--- src/rtl/alu_scheduler.sv ---
// Purpose: round-robin front end for the shared combinational ALU; registers one op, drives it, returns the result.
// Latency: accept->rsp_valid is 2 edges for single-cycle ops, MC_LAT+1 for MUL/DIV, 1 for trapped ops.
// Backpressure: one op in flight; requesters stall until IDLE; the response is held until rsp_ready is sampled high.
module alu_scheduler #(
  parameter int WORD_SIZE = 16,
  parameter int MC_LAT    = 4
) (
  input  logic                     clk,
  input  logic                     rst,
  // requester 0
  input  logic                     req0_valid,
  input  logic [3:0]               req0_op,
  input  logic [WORD_SIZE-1:0]     req0_a,
  input  logic [WORD_SIZE-1:0]     req0_b,
  output logic                     req0_ready,
  // requester 1
  input  logic                     req1_valid,
  input  logic [3:0]               req1_op,
  input  logic [WORD_SIZE-1:0]     req1_a,
  input  logic [WORD_SIZE-1:0]     req1_b,
  output logic                     req1_ready,
  // shared ALU
  output logic                     alu_enable,
  output logic [3:0]               alu_op,
  output logic [WORD_SIZE-1:0]     alu_in1,
  output logic [WORD_SIZE-1:0]     alu_in2,
  input  logic [2*WORD_SIZE-1:0]   alu_out,
  // response
  output logic                     rsp_valid,
  output logic                     rsp_id,
  output logic [2*WORD_SIZE-1:0]   rsp_data,
  output logic                     rsp_err,
  input  logic                     rsp_ready,
  output logic                     busy
);

  // Opcode map shared with the alu block.
  localparam logic [3:0] ALU_ADD   = 4'h0;
  localparam logic [3:0] ALU_SUB   = 4'h1;
  localparam logic [3:0] ALU_MUL   = 4'h2;
  localparam logic [3:0] ALU_SLT   = 4'h3;
  localparam logic [3:0] ALU_AND   = 4'h4;
  localparam logic [3:0] ALU_OR    = 4'h5;
  localparam logic [3:0] ALU_XOR   = 4'h6;
  localparam logic [3:0] ALU_SHIFT = 4'h7;
  localparam logic [3:0] ALU_DIV   = 4'h8;

  // Last EXEC count for multicycle ops; MC_LAT is limited to 1..15 so it fits in cnt.
  localparam logic [3:0] MC_LAST = 4'(MC_LAT - 1);

  typedef enum logic [1:0] {
    IDLE = 2'd0,
    EXEC = 2'd1,
    RESP = 2'd2
  } state_t;

  state_t                 state;
  logic                   last_gnt;
  logic [3:0]             cnt;

  logic                   gnt;
  logic                   gnt_any;
  logic                   accept;
  logic [3:0]             sel_op;
  logic [WORD_SIZE-1:0]   sel_a;
  logic [WORD_SIZE-1:0]   sel_b;
  logic                   sel_trap;
  logic                   exec_done;

  // Opcodes the ALU implements; anything else is answered here with an error.
  function automatic logic op_known(input logic [3:0] op);
    case (op)
      ALU_ADD, ALU_SUB, ALU_MUL, ALU_SLT, ALU_AND,
      ALU_OR, ALU_XOR, ALU_SHIFT, ALU_DIV: op_known = 1'b1;
      default:                              op_known = 1'b0;
    endcase
  endfunction

  // MUL and DIV are multicycle paths through the ALU.
  function automatic logic op_multicycle(input logic [3:0] op);
    op_multicycle = (op == ALU_MUL) || (op == ALU_DIV);
  endfunction

  // Round-robin grant: on a tie the requester not served last wins.
  always_comb begin
    gnt_any = req0_valid | req1_valid;
    if (req0_valid && req1_valid) begin
      gnt = ~last_gnt;
    end else if (req0_valid) begin
      gnt = 1'b0;
    end else begin
      gnt = 1'b1;
    end
  end

  // Ready is only offered in IDLE, and only to the granted requester.
  assign req0_ready = (state == IDLE) && gnt_any && (gnt == 1'b0);
  assign req1_ready = (state == IDLE) && gnt_any && (gnt == 1'b1);
  assign accept     = (state == IDLE) && gnt_any;

  // Payload of the granted requester and its trap decision.
  always_comb begin
    sel_op = req0_op;
    sel_a  = req0_a;
    sel_b  = req0_b;
    if (gnt) begin
      sel_op = req1_op;
      sel_a  = req1_a;
      sel_b  = req1_b;
    end
    sel_trap = !op_known(sel_op) || ((sel_op == ALU_DIV) && (sel_b == '0));
  end

  // Single-cycle ops finish on the first EXEC edge, multicycle ops after MC_LAT edges.
  assign exec_done = !op_multicycle(alu_op) || (cnt == MC_LAST);

  // Status outputs come straight from the state register, so reset clears them asynchronously.
  assign alu_enable = (state == EXEC);
  assign rsp_valid  = (state == RESP);
  assign busy       = (state != IDLE);

  // Main FSM: accept and register the op, hold the ALU inputs through EXEC, then hold the response.
  always_ff @(posedge clk or posedge rst) begin
    if (rst) begin
      state    <= IDLE;
      last_gnt <= 1'b1;
      cnt      <= 4'd0;
      alu_op   <= '0;
      alu_in1  <= '0;
      alu_in2  <= '0;
      rsp_id   <= 1'b0;
      rsp_data <= '0;
      rsp_err  <= 1'b0;
    end else begin
      case (state)
        IDLE: begin
          if (accept) begin
            alu_op   <= sel_op;
            alu_in1  <= sel_a;
            alu_in2  <= sel_b;
            rsp_id   <= gnt;
            last_gnt <= gnt;
            cnt      <= 4'd0;
            if (sel_trap) begin
              // Trapped ops skip EXEC so the ALU never sees them enabled.
              rsp_data <= '0;
              rsp_err  <= 1'b1;
              state    <= RESP;
            end else begin
              state    <= EXEC;
            end
          end
        end
        EXEC: begin
          if (exec_done) begin
            rsp_data <= alu_out;
            rsp_err  <= 1'b0;
            state    <= RESP;
          end else begin
            cnt      <= cnt + 4'd1;
          end
        end
        RESP: begin
          // No accept from here even when rsp_ready is high; the next op starts from IDLE.
          if (rsp_ready) begin
            state <= IDLE;
          end
        end
        default: begin
          state <= IDLE;
        end
      endcase
    end
  end

endmodule
--- config.mk ---
export PLATFORM = sky130hd
export DESIGN_NAME = alu_scheduler
export DESIGN_NICKNAME = d
export VERILOG_FILES = /design/src/rtl/alu_scheduler.sv
export SDC_FILE = /design/constraint.sdc
export NUM_CORES = 1
export LEC_CHECK = 0
export CORE_ASPECT_RATIO = 0.6
export CORE_MARGIN = 1
export CORE_UTILIZATION = 39
export CTS_CLUSTER_SIZE = 12
export DETAILED_ROUTE_END_ITERATION = 10
export PLACE_DENSITY = 0.8
export SLEW_MARGIN = 20
export SYNTH_ARGS = -nofsm -noshare
export SYNTH_HDL_FRONTEND = slang
export SYNTH_SLANG_ARGS = --single-unit
--- constraint.sdc ---
create_clock -name clk -period 3.3 [get_ports clk]
set_input_delay 0.66 -clock clk [delete_from_list [all_inputs] [get_ports clk]]
set_output_delay 0.66 -clock clk [all_outputs]
set_load 0.01 [all_outputs]
Word level (Yosys, flattened, before mapping)

Memory sizes are Yosys's and may differ from the RTL's.
Cells that the tools add are included.

Input bits: 109
Memories kept: 1
Flip-flop bits (word level): 77
Output and inout bits: 75
Bits in read-only memories: 16

Memories:

| name            | words | width | read ports | clocked after memory_dff | write ports | RTL line | source |
|---|---|---|---|---|---|---|---|
| (no name shown) | 16    | 1     | 1          | 0                        | 0           | 72       | `case (op)` |

Bitwise operators: 3
Add/subtract/negate cells: 1
Eq/ne operators: 11
Multiplexer cells: 21
Reductions and logical operators: 18

Operator list:

| cell                | count |
|---|---|
| $mux 32             | 3 |
| $pmux 32 s2         | 1 |
| $mux 16             | 2 |
| $logic_not 16->1    | 1 |
| $mux 4              | 3 |
| $eq 4x2->1 const B  | 2 |
| $eq 4x4->1 const B  | 2 |
| $mux 2              | 4 |
| $pmux 4 s2          | 1 |
| $ne 2x2->1 const B  | 3 |
| $pmux 2 s3          | 1 |
| $reduce_and 3->1    | 2 |
| $logic_and 1x1->1   | 5 |
| $mux 1              | 5 |
| $add 4x1->4 const B | 1 |
| $ne 2x1->1 const B  | 2 |
| $reduce_and 4->1    | 1 |
| $reduce_bool 2->1   | 2 |
| $logic_or 1x1->1    | 3 |
| $eq 2x1->1 const B  | 1 |
| $eq 2x2->1 const B  | 1 |
| $logic_not 1->1     | 2 |
| $logic_not 2->1     | 1 |
| $not 1->1           | 2 |
| other kinds (3)     | 3 |

Longest topological paths before layout

Gate-level depths: netlist (run 1).

Depth in word-level cells: 9
Gate-level depth with buffers: 8
Gate-level depth less buffers: 6

Least setup slack after synthesis (run 1)

No wires, ideal clock.

Kind: in2out
From: in req1_valid
To: out req1_ready
Data arrival time: 1.750 ns
Stages: 5
Setup slack: 0.890 ns
Buffers on the path: 2
Cell sequence: nand2b_1 and2_1 clkbuf_1 clkbuf_1 nor2_1

Cells in the longest elaborated chain, start to end: 3
Elaborated cells on any way between the ends: 5
Classes of those cells: mux (1); bitwise (1); reduce/logical (3)

Ends and longest elaborated chain:

| what                                                   | RTL line | source |
|---|---|---|
| from (decl)                                            | 17       | `input logic req1_valid,` |
| $or 1x1->1 / $logic_and 1x1->1 (equally long branches) | 86, 87   |  |
| $logic_and 1x1->1 / $mux 1 (equally long branches)     | 98, 87   |  |
| $logic_and 1x1->1 (*)                                  | 98       | `assign req1_ready = (state == IDLE) && gnt_any && (gnt == 1'b1);` |
| to (decl)                                              | 21       | `output logic req1_ready,` |

Mark *: on every way between the ends. The rest lies on a longest branch, timed or not.

Worst setup path in the final report (run 1)

From: in req0_valid
To: out req1_ready

Cells in the longest elaborated chain, start to end: 3
Elaborated cells on any way between the ends: 6
Classes of those cells: mux (2); bitwise (1); reduce/logical (3)

Ends and longest elaborated chain:

| what                                               | RTL line | source |
|---|---|---|
| from (decl)                                        | 11       | `input logic req0_valid,` |
| $mux 1, or another cell as far along               | 89       | `end else if (req0_valid) begin` |
| $mux 1 / $logic_and 1x1->1 (equally long branches) | 87, 98   |  |
| $logic_and 1x1->1 (*)                              | 98       |  |

Marked as above.

==> metrics.txt, run 1 <==
drt total wl ~10 mm; Critical Path Sink Type output pin; post-synthesis sequential area ratio 0.5739; I/O pin count between 150 and 200; critical path launch point req0_valid; number of synthesized flops with an enable pin 0; CTS tree built; wire length on met1 ~4.7 mm; Overall Power about 5000 uW; Hold Buf Count CTS 0; Reg-to-Reg Start state[1]; cell taking the most area after synthesis dfrtp_1; area delta synth->final 66.26%; VDD IR-drop max between 0.4 and 0.5 mV; Die Span X around 120 um; final hold vios 0; Max Fclk 0.3240 GHz; deepest clock path buffer count 2; clk slew on worst S/H paths approximately 0.060 ns; skew final 0.003233 ns; worst path cell trace clkdlybuf4s50_1 > or2_2 > nand2_2 > nor2_1 > clkdlybuf4s50_1; DR WL met2 approximately 4.7 mm; # Post-CTS Setup Buffers 0; Mapped Area 3359 um2; antenna viol nets, final 0; via count 3107; drc violations 0; first-pass GRT wire length roughly 16 mm; syn nets ~410; Worst R2R Path Depth 6; ANT cells 0; crit-path max FO 18; critical path's most frequent cell clkdlybuf4s50_1; Worst path max stage delay just under 0.6 ns; ys async rst share 1.000; Final GP Congestion 0.8332; largest cells by area after synthesis dfrtp_1, a22o_1, mux2i_1, o21ai_0, nand2_1; Avg Vias per Cell 5.257; pin count of the biggest net entering global routing between 40 and 50; Layout Cells excl Fill just under 600; RSZ-0062 raised after global routing no; Core ar. ~8100 um2; Startpoint Class primary input; pwr/cell area roughly 910 nW/um2; leakage 0.002375 uW; FP Rows 25; estimated wirelength of the detail-placed design roughly 7.7 mm; metal3 WL about 930 um; total grt overflow 0; CP Data Required Time between 2 and 3 ns; fill count 619; clk_lat worst skew 0.33 ns; Mapped Cells 297; Starting Density 0.4147; router iterations before antenna repair 4; Setup TNS 0 ns; Ys Warns 0; worst reg2reg endpoint rsp_data[31]; MaxCap Viol Count 0; initial antenna violation count 0; most frequent cells in the layout clkdlybuf4s50_1, dfrtp_1, o21ai_0, nand2_1, a22o_1; Die Y about 74 um; Avg WL per Cell roughly 18 um; vias in the first global route about 3100; Max Transition Viols Final 0; share of cells above drive strength 1 0.06211; fin crit share 0.9352; Max Used Layer met4; Yosys top cell area share 0.5661; Arrival @ worst endpoint roughly 2.4 ns; CTS root buf clkbuf_16; commonest non-fill, non-tap cell in the layout clkdlybuf4s50_1; status complete, no violations; kind of critical path primary input to output pin; H-tree Lvls 3; Mapped Avg Cell Area ~11 um2; Inst Count DP 575; Worst path slowest cell clkdlybuf4s50_1; Synth cell types 37; Final setup viols 0; Sink Count 77; register bit total from synthesis 77; GRT Total Usage 0.2427; Starting DRT DRC Count ~190; Post-synth top flop dfrtp_1; r2r setup slk between 0.9 and 1 ns; total CTS buffers 9; Worst-Margin Slew around 0.59 ns; worst min-delay path class register to register; Total Nets Final between 500 and 600; PortBufs ~180; die footprint 9001 um2; Post-CTS Resized 0; Slew HR 0.5985; Tmin final between 3 and 4 ns; worst setup path endpoint req1_ready
-- synthesized netlist by cell type (4+ instances only) --
master	n
clkbuf_1	11
a22o_1	32
mux2i_1	20
nor2_1	7
nand3_1	4
dfrtp_1	76
a22oi_1	16
nor4_1	8
nand2_1	38
buf_6	7
inv_1	6
o21ai_0	38
-- state kept, by name (all words and copies together), names as in the netlist --
register and flops:
alu_in2 16, rsp_err 1, rsp_id 1, state 2
rsp_data 32, cnt 4, alu_in1 16, last_gnt 1
alu_op 4
-- power breakdown --
| part | internal [uW] | total [uW] | switching (uW) | leakage (uW) |
|---|---|---|---|---|
| combinational | 1290 | 2370 | 1080 | 0.00126 |
| sequential | 1410 | 1690 | 285 | 0.000977 |
| clock | 596 | 1010 | 415 | 0.000141 |
| total | 3290 | 5070 | 1780 | 0.00237 |
-- critical path: cells and delay by family --
kind          cells  cell delay [ns]
simple gates      3             0.61
buf+inv           2             1.16
-- through the flow --
stage | area, um2 | hold slack (ns) | util | worst slack (ns)
floorplan | 3359 | 0.4858 | - | 0.6750
global placement | 5279 | 0.4627 | 0.6516 | 0.2865
detailed placement | 5279 | 0.4729 | 0.6516 | 0.2515
CTS | 5585 | 0.4875 | 0.6894 | 0.2346
global route | 5585 | 0.5096 | 0.6894 | 0.1089
finish | 5585 | 0.4838 | 0.6894 | 0.2137
-- kinds of logic after synthesis --
logic type | after synthesis | synth area share
DFF | 77 | 0.5739
muxes | 20 | 0.05959
xor gates and xnor gates | 3 | 0.007823
buffers and inverters | 26 | 0.04544
AOI/OAI and AO/OA | 98 | 0.2082
adders and majority gates | 1 | 0.003724
and+or+nand+nor | 72 | 0.1013
-- layer usage --
layer	track usage	up-vias
li1	-	1466
met1	0.3130	1493
met2	0.3848	135
met3	0.09084	13
met4	0.06447	0
met5	0	-
-- worst min path at each step --
| stage | from | endpoint | slack [ns] | cells after the start |
|---|---|---|---|---|
| 2_1_floorplan | cnt[0] | cnt[0] | 0.49 | 1 |
| 3_3_place_gp | alu_in1[8] | alu_in1[8] | 0.46 | 2 |
| 5_1_grt | alu_in1[3] | alu_in1[3] | 0.51 | 2 |
| 6_report | alu_in1[6] | alu_in1[6] | 0.48 | 2 |
| 3_5_place_dp | alu_in2[9] | alu_in2[9] | 0.47 | 2 |
| 4_1_cts | alu_in1[4] | alu_in1[4] | 0.49 | 2 |
-- cell type report --
cell class | count | area [um2] | area share
Timing Repair Buffer | 190 | 1909 | 0.3418
Inverter | 6 | 23.77 | 0.004256
Multi-Input combinational cell | 194 | 1282 | 0.2296
Clock buffer | 9 | 225.2 | 0.04032
Tap cell | 108 | 135.1 | 0.02419
Clock inverter | 7 | 81.33 | 0.01456
Sequential cell | 77 | 1928 | 0.3452
(Power assumes the default switching activity.)
==> run 2, diff against run 1 <==
CORE_ASPECT_RATIO = not set   (was 0.6)
PLACE_DENSITY = 0.81   (was 0.8)
==> run 2 against run 1 <==
Against the previous run: final cell count down 0.85%; clock-buffer cell count is the same; flip-flop and latch count unchanged; final area down 2.6%; wire length down 9.7%; register-to-register slack worse by 0.08 ns; first-iteration DRC count shrank 54%; clock skew grew 0.0055 ns; sequential share of layout area increased by 0.92 points; combinational power decreased by 3%; sequential power is essentially flat; critical endpoint unchanged; largest cell class unchanged.
==> metrics.txt, run 2 (same netlist as run 1, synthesis figures left out) <==
status complete, no violations; PortBufs about 180; Tmin final 2.959 ns; final hold vios 0; Setup TNS 0 ns; Int Pwr slightly below 3000 uW; Layout Cells excl Fill between 500 and 600; drc violations 0; vias in the first global route between 3000 and 4000; Sink Count 77; worst min-delay path class register to register; Post-CTS Resized 0; hold endpoint alu_in1[8]; Die Y around 95 um; Core ar. a little over 8000 um2; Total Nets Final roughly 590; max FFs per register 32; fill count roughly 680; CP Data Required Time around 2.6 ns; CTS root buf clkbuf_8; largest registers rsp_data: 32 flops, alu_in1: 16 flops, alu_in2: 16 flops; beginning of the worst hold path alu_in1[8]; drt total wl roughly 9.5 mm; pin count of the biggest net entering global routing 59; initial antenna violation count 0; Hold Buf Count CTS 0; router iterations before antenna repair 4; # Post-CTS Setup Buffers 0; clk slew on worst S/H paths around 0.080 ns; ANT cells 0; Arrival @ worst endpoint about 2.3 ns; Logic pwr share 0.496; RSZ-0062 raised after global routing no; largest register by flop count rsp_data; total grt overflow 0; commonest non-fill, non-tap cell in the layout clkdlybuf4s50_1; r2r setup slk slightly below 0.9 ns; worst reg2reg endpoint rsp_data[0]; I/O pin count 184; leakage 0.002315 uW; estimated wirelength of the detail-placed design 7.133 mm; kind of critical path primary input to output pin; die footprint 8989 um2; Avg WL per Cell between 15 and 20 um; Final GP Congestion around 0.80; pwr/cell area 854.7 nW/um2; most frequent cells in the layout clkdlybuf4s50_1, dfrtp_1, o21ai_0, nand2_1, a22o_1; Net Sw Frac 0.3638; Inst Count DP 570; clock share of power 0.145; via count between 3000 and 4000; H-tree Lvls 3; Worst R2R Path Depth 6; MaxCap Viol Count 0; Avg Vias per Cell between 5 and 6; Reg-to-Reg Start state[1]; Startpoint Class primary input; Slew HR 0.5374; total CTS buffers 9; Hold Path Depth 2; Critical Path Sink Type output pin; skew final about 0.0088 ns; sequential share of power 0.359; Starting DRT DRC Count between 80 and 90; share of cells above drive strength 1 0.05821; FP Rows 33; first-pass GRT wire length roughly 15 mm; Final setup viols 0; net load switching power about 1700 uW; fin crit share 0.8966; Starting Density 0.4068; Max Fclk 0.3380 GHz; antenna viol nets, final 0; Worst-Margin Slew ~0.7 ns; GRT Total Usage 0.2166; Max Transition Viols Final 0; CTS tree built; clk_lat worst skew ~0.35 ns; deepest clock path buffer count 2; area delta synth->final 61.94%; VDD IR-drop max about 0.4 mV; Die Span X between 90 and 100 um; crit-path max FO 7
-- run 2: changes by cell type in the layout (fill, tap and decap cells not counted) --
cell,delta
buf_4,-2
clkinvlp_4,-2
clkinv_4,+1
inv_8,+1
buf_6,+1
inv_6,+1
clkbuf_16,-9
buf_12,-1
clkbuf_8,+9
bufinv_16,-1
-- run 2: metrics by stage --
step	total power (uW)	util	area (um2)	setup slack (ns)	hold slack, ns
floorplan	2768	-	3359	0.6750	0.4858
global placement	3944	0.6345	5240	0.3821	0.4601
detailed placement	4006	0.6359	5251	0.3541	0.4689
CTS	4708	0.6588	5440	0.3398	0.4897
global route	4972	0.6588	5440	0.2238	0.5118
finish	4650	0.6588	5440	0.3414	0.4891
-- run 2: how the worst max path moves through the flow --
stage                from          to  slack (ns)  cells after the start
4_1_cts        req0_valid  req1_ready        0.34                      5
3_5_place_dp   req0_valid  req1_ready        0.35                      5
3_3_place_gp   req0_valid  req1_ready        0.38                      5
2_1_floorplan         rst  alu_in1[0]        0.67                      1
5_1_grt        req0_valid  req1_ready        0.22                      5
6_report       req0_valid  req1_ready        0.34                      5
-- run 2: cell type report --
cell class              instances  area, um2  area share
flip-flops and latches         77       1928      0.3544
clock buffers                   9      123.9     0.02277
repair buffers                188       1886      0.3466
well taps                     105      131.4     0.02415
clock inverters                 7      65.06     0.01196
multi-input cells             194       1282      0.2357
inverters                       6      23.77    0.004370
-- run 2: worst max-delay path: stages --
cell and delay, ns:
clkdlybuf4s50_1 0.58, or2_2 0.19, nand2_2 0.10, nor2_1 0.17, clkdlybuf4s50_1 0.59
-- run 2: layer usage --
metal	routed length, um	global-route usage	part of all wire	vias up
met1	3799	0.2527	0.40	1454
met4	190	0.09470	0.020	0
met3	891	0.07166	0.094	19
li1	-	-	-	1451
met5	0	0	0	-
met2	4571	0.3621	0.48	140
-- run 2: power by group through the flow --
stage	registers, uW	logic, uW	clock network (uW)
6_report	1670	2310	674
5_1_grt	1720	2510	742
4_1_cts	1670	2340	700
3_5_place_dp	1680	2320	0
3_3_place_gp	1660	2280	0
2_1_floorplan	1850	914	0
==> run 3, diff against run 2 <==
PLACE_DENSITY = 0.78   (was 0.81)
==> run 3 against run 2 <==
Against the previous run: final area is 0.11% higher; fmax is 0.58% higher; combinational power hardly changed; final cell count is 0.34% higher; clock-buffer cell count stayed put; sequential power hardly changed; critical path depth stayed put; flip-flop and latch count stayed put; highest routed layer unchanged.
==> metrics.txt, run 3 (same netlist as run 1, synthesis figures left out) <==
Critical Path Sink Type output pin; final core occ 0.6595; share of cells above drive strength 1 0.06211; Starting Density 0.4068; sequential share of power 0.359; Hold Buf Count CTS 0; Die Span X ~95 um; VDD IR-drop max roughly 0.35 mV; largest registers rsp_data: 32 flops, alu_in1: 16 flops, alu_in2: 16 flops; GRT Total Usage 0.2191; Int Pwr 2962 uW; clock share of power 0.140; kind of critical path primary input to output pin; drc violations 0; r2r setup slk approximately 0.86 ns; via count 3021; WHS 0.4812 ns; # Post-CTS Setup Buffers 0; Tmin final approximately 2.9 ns; Logic pwr share 0.500; I/O pin count roughly 180; MaxCap Viol Count 0; Total Nets Final 588; Die Y approximately 95 um; RSZ-0062 raised after global routing no; max FFs per register 32; router iterations before antenna repair 5; worst path cell trace clkdlybuf4s50_1 > nand2b_1 > and2_2 > nor2_1 > clkdlybuf4s50_1; Post-CTS Resized 0; CP Data Required Time 2.64 ns; Reg-to-Reg Start state[1]; ANT cells 0; Buf/Inv on CP 2; area delta synth->final 62.12%; crit-path leading delay family buffers and inverters; pin count of the biggest net entering global routing 46; Final setup viols 0; Starting DRT DRC Count between 60 and 70; FP Rows 33; hold endpoint alu_in2[11]; commonest non-fill, non-tap cell in the layout clkdlybuf4s50_1; fin crit share 0.8914; CTS tree built; Max Fclk between 0.3 and 0.4 GHz; Startpoint Class primary input; Max Transition Viols Final 0; Worst path max stage delay about 0.6 ns; largest register by flop count rsp_data; drt total wl roughly 9.5 mm; Avg Vias per Cell around 5; most frequent cells in the layout clkdlybuf4s50_1, dfrtp_1, o21ai_0, nand2_1, a22o_1; Worst-Margin Slew roughly 0.6 ns; clk_lat worst skew ~0.34 ns; pwr/cell area roughly 850 nW/um2; Sink Count 77; worst reg2reg endpoint rsp_data[6]; skew final around 0.011 ns; Worst R2R Path Depth 6; Final GP Congestion about 0.82; Hold Path Depth 2; Arrival @ worst endpoint approximately 2.3 ns; Avg WL per Cell about 16 um; worst min-delay path class register to register; die footprint 8989 um2; first-pass GRT wire length around 15 mm; critical path's most frequent cell clkdlybuf4s50_1; leakage around 0.0023 uW; PortBufs around 180; Setup TNS 0 ns; CTS root buf clkbuf_8; status complete, no violations; total grt overflow 0; estimated wirelength of the detail-placed design around 7.0 mm; Core ar. just over 8000 um2; beginning of the worst hold path alu_in2[11]; crit-path max FO 5; Worst path slowest cell clkdlybuf4s50_1; net load switching power ~1700 uW; total CTS buffers 9; deepest clock path buffer count 2; vias in the first global route slightly above 3000; clk slew on worst S/H paths about 0.08 ns; fill count between 600 and 700; initial antenna violation count 0; H-tree Lvls 3; antenna viol nets, final 0; Slew HR 0.5935; final hold vios 0; Net Sw Frac 0.3611
-- run 3: cell count changes in the layout (fill, tap and decap cells not counted), sizes merged --
cell	change
buf	+2
clkinv	+3
inv	-3
-- run 3: worst register-to-register path: stages (launching register included) --
cell and delay, ns:
dfrtp_1 0.44, or4b_1 0.56, or3_1 0.50, nor2b_1 0.22, o311ai_4 0.07, buf_4 0.37
a22o_1 0.21
-- run 3: worst max path at each step --
stage / startpoint / end / slack, ns / depth (start not counted)
after floorplan: rst / alu_in1[0] / 0.67 / 1
after global placement: req0_valid / req1_ready / 0.42 / 5
after detailed placement: req1_valid / req1_ready / 0.37 / 5
after CTS: req1_valid / req1_ready / 0.35 / 5
after global routing: req1_valid / req1_ready / 0.26 / 5
final: req1_valid / req1_ready / 0.36 / 5
-- run 3: per-stage QoR --
step                area, um2  instances  setup slack [ns]  power (uW)
floorplan                3359        297            0.6750        2768
global placement         5263        572            0.4211        3971
detailed placement       5263        572            0.3660        4017
CTS                      5446        588            0.3519        4692
global route             5446        588            0.2628        4975
finish                   5446        588            0.3584        4635
-- run 3: cell type report --
class                      count  area [um2]  share of cell area
multi-input combinational    194        1282              0.2355
inverter                       6       23.77            0.004365
tap                          105       131.4             0.02412
clock buffer                   9       123.9             0.02274
clock inverter                 7       60.06             0.01103
timing repair buffer         190        1897              0.3483
sequential                    77        1928              0.3540
-- run 3: layer usage --
layer,track usage,part of all wire,up-vias
li1,-,-,1457
met1,0.2780,0.43,1419
met3,0.06039,0.080,15
met5,0,0,-
met2,0.3591,0.47,130
met4,0.07576,0.019,0
-- run 3: power groups by stage --
stage	Sequential (uW)	Combinational (uW)	Clock, uW
global route	1720	2530	722
finish	1670	2320	650
CTS	1670	2350	675
detailed placement	1670	2340	0
global placement	1670	2300	0
floorplan	1850	914	0
